[config.mk]
export PLATFORM = sky130hd
export DESIGN_NAME = fsk_modulator_framed
export DESIGN_NICKNAME = d
export VERILOG_FILES = /design/src/rtl/fsk_modulator_framed.sv
export SDC_FILE = /design/constraint.sdc
export NUM_CORES = 1
export LEC_CHECK = 0
export BUFFER_PORTS_ARGS = -buffer_cell sky130_fd_sc_hd__buf_2
export CAP_MARGIN = 20
export CORE_MARGIN = 2
export CORE_UTILIZATION = 46
export DETAILED_ROUTE_END_ITERATION = 16
export PLACE_DENSITY_LB_ADDON = 0.1
export SYNTH_ARGS = -nofsm -noshare
export SYNTH_HDL_FRONTEND = slang
export SYNTH_SLANG_ARGS = --single-unit
[constraint.sdc]
create_clock -name clk -period 2.41 [get_ports clk]
set_input_delay 0.241 -clock clk [delete_from_list [all_inputs] [get_ports clk]]
set_output_delay 0.241 -clock clk [all_outputs]
set_load 0.02 [all_outputs]
[src/rtl/fsk_modulator_framed.sv]
// Phase-continuous binary FSK modulator with built-in symbol timing and a valid/ready bit input.
// Optional feature macro FSK_IDLE_MUTE_EN: output held low and tone counter parked while idle.

module fsk_modulator_framed #(
    parameter int CNT_W    = 8,
    parameter int BAUD_W   = 16,
    parameter int BAUD_DIV = 434,
    parameter int N_MARK   = 12,
    parameter int N_SPACE  = 32
) (
    input  logic             clk,
    input  logic             rst,
    input  logic             bit_in,
    input  logic             bit_valid,
    output logic             bit_ready,
    input  logic             cfg_we,
    input  logic [CNT_W-1:0] cfg_mark,
    input  logic [CNT_W-1:0] cfg_space,
    output logic             busy,
    output logic             sym_start,
    output logic             fsk_out
);

    typedef enum logic {IDLE, SYMBOL} state_t;

    localparam logic [BAUD_W-1:0] BaudLast = BAUD_W'(BAUD_DIV - 1);
    localparam logic [CNT_W-1:0]  MarkRst  = CNT_W'(N_MARK);
    localparam logic [CNT_W-1:0]  SpaceRst = CNT_W'(N_SPACE);

    state_t            state_q, state_d;
    logic [BAUD_W-1:0] baudCnt_q, baudCnt_d;
    logic              curBit_q, curBit_d;
    logic              busy_q, busy_d;
    logic              symStart_q, symStart_d;
    logic [CNT_W-1:0]  toneCnt_q, toneCnt_d;
    logic              fsk_q, fsk_d;
    logic [CNT_W-1:0]  actMark_q, actMark_d;
    logic [CNT_W-1:0]  actSpace_q, actSpace_d;
    logic [CNT_W-1:0]  shdMark_q, shdMark_d;
    logic [CNT_W-1:0]  shdSpace_q, shdSpace_d;

    logic             symLast;
    logic             accept;
    logic             loadAct;
    logic [CNT_W-1:0] toneLimit;

    assign symLast   = (state_q == SYMBOL) && (baudCnt_q == BaudLast);
    assign bit_ready = (state_q == IDLE) || symLast;
    assign accept    = bit_valid && bit_ready;

    assign busy      = busy_q;
    assign sym_start = symStart_q;
    assign fsk_out   = fsk_q;

    // Symbol sequencing; a handshake in IDLE or on the last symbol clock starts a fresh symbol.
    always_comb begin
        state_d    = state_q;
        baudCnt_d  = baudCnt_q;
        curBit_d   = curBit_q;
        busy_d     = busy_q;
        symStart_d = 1'b0;
        loadAct    = 1'b0;

        case (state_q)
            IDLE: begin
                curBit_d = 1'b1;
                busy_d   = 1'b0;
                loadAct  = 1'b1;
            end
            SYMBOL: begin
                baudCnt_d = baudCnt_q + BAUD_W'(1);
                if (symLast && !bit_valid) begin
                    state_d   = IDLE;
                    baudCnt_d = '0;
                    curBit_d  = 1'b1;
                    busy_d    = 1'b0;
                end
            end
            default: state_d = IDLE;
        endcase

        if (accept) begin
            state_d    = SYMBOL;
            baudCnt_d  = '0;
            curBit_d   = bit_in;
            busy_d     = 1'b1;
            symStart_d = 1'b1;
            loadAct    = 1'b1;
        end
    end

    // Shadow limits; a zero half-period would stall the tone, so it is stored as one.
    always_comb begin
        shdMark_d  = shdMark_q;
        shdSpace_d = shdSpace_q;
        if (cfg_we) begin
            shdMark_d  = (cfg_mark == '0) ? CNT_W'(1) : cfg_mark;
            shdSpace_d = (cfg_space == '0) ? CNT_W'(1) : cfg_space;
        end
        actMark_d  = loadAct ? shdMark_q : actMark_q;
        actSpace_d = loadAct ? shdSpace_q : actSpace_q;
    end

    // Tone counter keeps running across tone changes so the waveform never jumps phase.
    always_comb begin
        toneLimit = curBit_q ? actMark_q : actSpace_q;
        toneCnt_d = toneCnt_q + CNT_W'(1);
        fsk_d     = fsk_q;
        if (toneCnt_q >= toneLimit) begin
            toneCnt_d = '0;
            fsk_d     = ~fsk_q;
        end
`ifdef FSK_IDLE_MUTE_EN
        if (state_q == IDLE) begin
            toneCnt_d = '0;
            fsk_d     = 1'b0;
        end
`endif
    end

    always_ff @(posedge clk or posedge rst) begin
        if (rst) begin
            state_q    <= IDLE;
            baudCnt_q  <= '0;
            curBit_q   <= 1'b1;
            busy_q     <= 1'b0;
            symStart_q <= 1'b0;
            toneCnt_q  <= '0;
            fsk_q      <= 1'b0;
            actMark_q  <= MarkRst;
            actSpace_q <= SpaceRst;
            shdMark_q  <= MarkRst;
            shdSpace_q <= SpaceRst;
        end else begin
            state_q    <= state_d;
            baudCnt_q  <= baudCnt_d;
            curBit_q   <= curBit_d;
            busy_q     <= busy_d;
            symStart_q <= symStart_d;
            toneCnt_q  <= toneCnt_d;
            fsk_q      <= fsk_d;
            actMark_q  <= actMark_d;
            actSpace_q <= actSpace_d;
            shdMark_q  <= shdMark_d;
            shdSpace_q <= shdSpace_d;
        end
    end

endmodule

Yosys cells after proc, flatten, opt, wreduce, memory -nomap -nowiden
Cells that the tools add are included.
{"block": "totals", "regBits": 61, "input_bits": 21, "output_inout_bits": 4}
{"block": "op_classes", "n_addsub": 2, "n_lt_le_gt_ge": 1, "n_eq_ne": 2, "muxes": 19, "bitwise_logic": 2, "n_reduce_logical": 8}
{"cell": "$mux W16", "count": 3}
{"cell": "$mux W8", "count": 4}
{"cell": "$add A16 B1 Y16 const B", "count": 1}
{"cell": "$eq A16 B9 Y1 const B", "count": 1}
{"cell": "$logic_not A8 Y1", "count": 2}
{"cell": "$mux W1", "count": 10}
{"cell": "$add A8 B1 Y8 const B", "count": 1}
{"cell": "$ge A8 B8 Y1", "count": 1}
{"cell": "$pmux W1 S2", "count": 2}
{"cell": "$logic_and A1 B1 Y1", "count": 3}
{"cell": "$ne A3 B1 Y1 const B", "count": 1}
{"cell": "$not A1 Y1", "count": 2}
{"cell": "$reduce_bool A2 Y1", "count": 1}
{"cell": "$logic_not A1 Y1", "count": 1}
{"cell": "$logic_or A1 B1 Y1", "count": 1}

Longest topological paths before layout
{"block": "logic_depth", "word_depth": 6, "depth_mapped": 9, "ltp_nobuf": 8}

Worst setup path after synthesis
OpenSTA, ideal clock, no wires.
{"block": "synth_timing", "kind": "register to register", "startpoint": "reg curBit_q", "endpoint": "reg fsk_q (netlist: fsk_out)", "setup_time_ns": 0.149, "arrival_time_ns": 2.317, "required_time_ns": 2.261, "setup_slack_ns": -0.056, "stages_incl_launch_ff": 9, "path_buffers": 1, "synth_period_minus_slack_ns": 2.466, "cell_sequence": "dfstp_2 -> clkbuf_1 -> mux2_2 -> ha_1 -> nand2b_1 -> a21o_1 -> a31oi_1 -> o21ai_1 -> xor2_1"}
{"block": "synth_between", "elab_chain_cells": 2}
{"element": "start, declared", "line_no": "32", "text": "logic curBit_q, curBit_d;"}
{"element": "start signal, assigned", "line_no": "137", "text": "curBit_q <= curBit_d;"}
{"element": "$mux W8", "line_no": "106", "text": "toneLimit = curBit_q ? actMark_q : actSpace_q;"}
{"element": "$ge A8 B8 Y1", "line_no": "109", "text": "if (toneCnt_q >= toneLimit) begin"}
{"element": "end signal, assigned", "line_no": "141", "text": "fsk_q <= fsk_d;"}
{"element": "end, declared", "line_no": "36", "text": "logic fsk_q, fsk_d;"}
Every way passes these cells.
A chain may end at the register's enable or synchronous reset.

Worst setup path after layout
{"block": "layout_timing", "startpoint": "reg baudCnt_q[1]", "endpoint": "out bit_ready"}
{"block": "layout_between", "elab_chain_cells": 3}
{"element": "start, declared", "line_no": "31", "text": "logic [BAUD_W-1:0] baudCnt_q, baudCnt_d;"}
{"element": "start signal, assigned", "line_no": "136", "text": "baudCnt_q <= baudCnt_d;"}
{"element": "$eq A16 B9 Y1", "line_no": "47", "text": "assign symLast = (state_q == SYMBOL) && (baudCnt_q == BaudLast);"}
{"element": "$logic_and A1 B1 Y1", "line_no": "47"}
{"element": "$logic_or A1 B1 Y1", "line_no": "48", "text": "assign bit_ready = (state_q == IDLE) || symLast;"}
{"element": "end, declared", "line_no": "15", "text": "output logic bit_ready,"}
Every way passes these cells.

==> impl_metrics.yaml <==
run_status:
  status: "completed"
timing:
  fmax_ghz: 0.4490
  rsz0062_at_grt: "false"
  worst_pin_slew_ps: 685.9
  setup_tns_ps: 0
  period_needed_ps: 2227
  fin_crit_sh_pct: 92.42
  fin_skew_ps: 6.298
  slew_headroom_pct: 54.11
  setup_viol: 0
  hold_slack_ps: 127.4
  maxSlewViolCount: 0
  hold_viol: 0
logic_synthesis:
  synth-seq-cells: 61
  synth.distinct_cells: 44
  synth.net_count: 281
  seq_area_frac_synth_pct: 53.23
  yosysWarnings: 0
  avgSynthCellArea_um2: 11.58
  syn_area_mm2: 0.002884
  synthCells: 249
power_and_ir_drop:
  swShare_pct: 23.70
  p_per_area_mw_per_mm2: 624.0
  cellLeakagePower_nw: 1.582
  finalPower_w: 0.002063
  power.combinational.fraction_pct: 4.0
  p_int_w: 0.001574
  p_seq_share_pct: 51.8
  switchingPower_w: 0.0004889
  peakVddDrop_uv: 385.4
  pwr-share-clk_pct: 44.2
floorplanning:
  core_mm2: 0.005991
  std_cell_rows: 28
  dieArea_mm2: 0.006919
  start_util_pct: 48.14
  pin_count: 25
  die_w_um: 83.18
  die_h_um: 83.18
layout:
  nets: 312
  fin_cells: 360
  n_fill_cell: 515
  n_antenna_cell: 0
  multi_input_area_mm2: 0.001279
  drive_gt1_share_pct: 29.82
  utilization_pct: 55.18
  area_delta_synth_final_pct: 14.62
  seqCellArea_mm2: 0.001535
setup_path:
  worst-setup-path-type: "register to output port"
  crit_arrival_ps: 1990
  start_kind: "register"
  critical_path.max_fanout: 16
  cp-end-kind: "output port"
  required_ps: 2170
clock_network:
  cts_resized: 0
  root_buffer: "clkbuf_8"
  cts_tree: "done"
  ctsHtreeMaxLevel: 3
  cts_made_buffers: 9
  post_cts_buffers: 0
  clk_pin_slew_ps: 70
  cts_hold_buf: 1
  clock_sinks: 61
  clk_path_buf_depth: 2
  clock_latency_ps: 340
min_path:
  hold_path.class: "input pin to register"
routing:
  dr.first_iter.drc_count: 87
  drc: 0
  drtAntennaViolNets: 0
  vias: 1955
  via_per_inst: 5.431
  avgRoutedWirePerCell_um: 15.14
  drt_first_pass_iters: 4
  routed_wl_um: 5451
job:
  cap_violations: 0
global_route:
  grtUsageMet1_pct: 26.35
  grt_pass1_wl_um: 9625
  grt_use_total_pct: 17.62
  antenna_found_initial: 0
  grt_pass1_vias: 1881
  met2_usage_pct: 24.56
  grt_util_met3_pct: 4.771
  grt_max_degree: 35
  busiest_layer: "met1"
  grt-ovfl-total: 0
placed_design:
  io_buffer_count: 24
  dpl.hpwl_um: 3762
  dp_cells: 343
  gp_congestion: 0.7917
==> critical path, stage by stage (launching register included) <==
cell and delay, ps:
dfrtp_1 420, inv_1 90, ha_1 150, nor4b_1 220, and4b_1 280, nor2b_2 60, inv_2 210, buf_2 220
==> cell families (layout without fill, tap and decap cells) <==
logic type | Yosys count | in the layout | synth area share [%]
compound gates | 40 | 40 | 8.200
xor+xnor | 12 | 12 | 3.645
flops | 61 | 61 | 53.23
mux | 38 | 38 | 14.53
fa+ha+maj | 11 | 11 | 4.772
simple gates | 70 | 70 | 13.19
buf+inv | 17 | 53 | 2.429
==> cell usage after synthesis (all sizes together) <==
cell      n  area [um2]
a211o     1       8.760
a21o      4       30.03
a21oi    11       55.05
a31oi     8       50.05
a41oi     1       8.760
and2      1       6.260
and3      2       12.51
and4b     1       10.01
buf       4       21.27
clkbuf    4       15.01
dfrtp    54        1351
dfstp     7       183.9
ha       11       137.6
inv       9       33.78
mux2     31       349.1
mux2i     7       70.07
nand2    15       66.32
nand2b    3       18.77
nand3    10       50.05
nand3b    1       7.510
nand4     4       31.28
nor2     17       63.81
nor2b     1       8.760
nor3      6       41.29
nor4      4       25.02
nor4b     1       8.760
o2111ai   1       8.760
o21ai    13       68.82
o22ai     1       6.260
or2       1       6.260
or3       2       12.51
or4       1       11.26
xnor2     3       26.28
xor2      9       78.83
==> final cells by class <==
type	count	area share, %
Clock buffer	9	3.747
Clock inverter	7	2.271
Inverter	9	1.022
Multi-Input combinational cell	171	38.68
Sequential cell	61	46.44
Tap cell	75	2.839
Timing Repair Buffer	28	4.996
==> metrics by stage <==
stage | setup WS [ps] | instance area [um2]
after floorplan | 115.7 | 2885
after global routing | 13.71 | 3306
after global placement | 211.4 | 3097
after CTS | 125.3 | 3306
final | 182.8 | 3306
after detailed placement | 172.6 | 3097
==> flip-flops by register name, summed over array words and instances, names as in the netlist <==
signal      count
actMark_q       8
actSpace_q      8
baudCnt_q      16
busy            1
curBit_q        1
fsk_out         1
shdMark_q       8
shdSpace_q      8
state_q         1
sym_start       1
toneCnt_q       8
==> per-layer routing <==
metal | part of all wire [%] | up-vias
met4 | 0.57 | 0
met3 | 3.4 | 4
met1 | 50 | 963
met5 | 0 | -
met2 | 46 | 34
li1 | - | 954
==> power groups by stage <==
| stage | clock [W] | sequential (W) | combinational [W] |
|---|---|---|---|
| after floorplan | 0 | 0.00108 | 0.0000494 |
| after global placement | 0 | 0.00109 | 0.0000818 |
| after detailed placement | 0 | 0.00109 | 0.0000841 |
| after CTS | 0.000940 | 0.00107 | 0.0000857 |
| after global routing | 0.000993 | 0.00107 | 0.0000943 |
| final | 0.000912 | 0.00107 | 0.0000819 |
==> cells in the final DEF (no fill, tap or decap), types with 2 or more instances in the layout <==
| cell | count |
|---|---|
| inv_2 | 2 |
| xor2_1 | 9 |
| buf_2 | 24 |
| ha_1 | 11 |
| mux2_1 | 6 |
| nand4_1 | 3 |
| a31oi_1 | 8 |
| o21ai_1 | 2 |
| nand2b_1 | 3 |
| a21o_1 | 4 |
| nand2_1 | 13 |
| nand3_1 | 10 |
| xnor2_1 | 3 |
| dfstp_2 | 7 |
| mux2i_1 | 7 |
| o21ai_0 | 10 |
| a21oi_1 | 11 |
| nor3_1 | 5 |
| buf_4 | 2 |
| clkbuf_8 | 9 |
| dfrtp_1 | 54 |
| nor2_1 | 17 |
| or3_1 | 2 |
| clkinvlp_4 | 3 |
| and3_1 | 2 |
| nor4_1 | 4 |
| inv_1 | 7 |
| mux2_2 | 25 |
==> worst paths after layout <==
kind / start / endpoint / slack (ps) / cells after the start
setup / recovery: baudCnt_q[1]$_DFFE_PP0P_ / bit_ready / 180 / 7
max in group asynchronous: rst / curBit_q$_DFFE_PP1P_ / 1230 / 4
min in group asynchronous: rst / toneCnt_q[1]$_DFF_PP0_ / 510 / 3
hold / removal: bit_valid / curBit_q$_DFFE_PP1P_ / 130 / 2
hold reg to reg: fsk_out$_DFFE_PP0P_ / fsk_out$_DFFE_PP0P_ / 460 / 1
setup reg to reg: curBit_q$_DFFE_PP1P_ / fsk_out$_DFFE_PP0P_ / 220 / 7
Power figures use the tool's default switching activity.
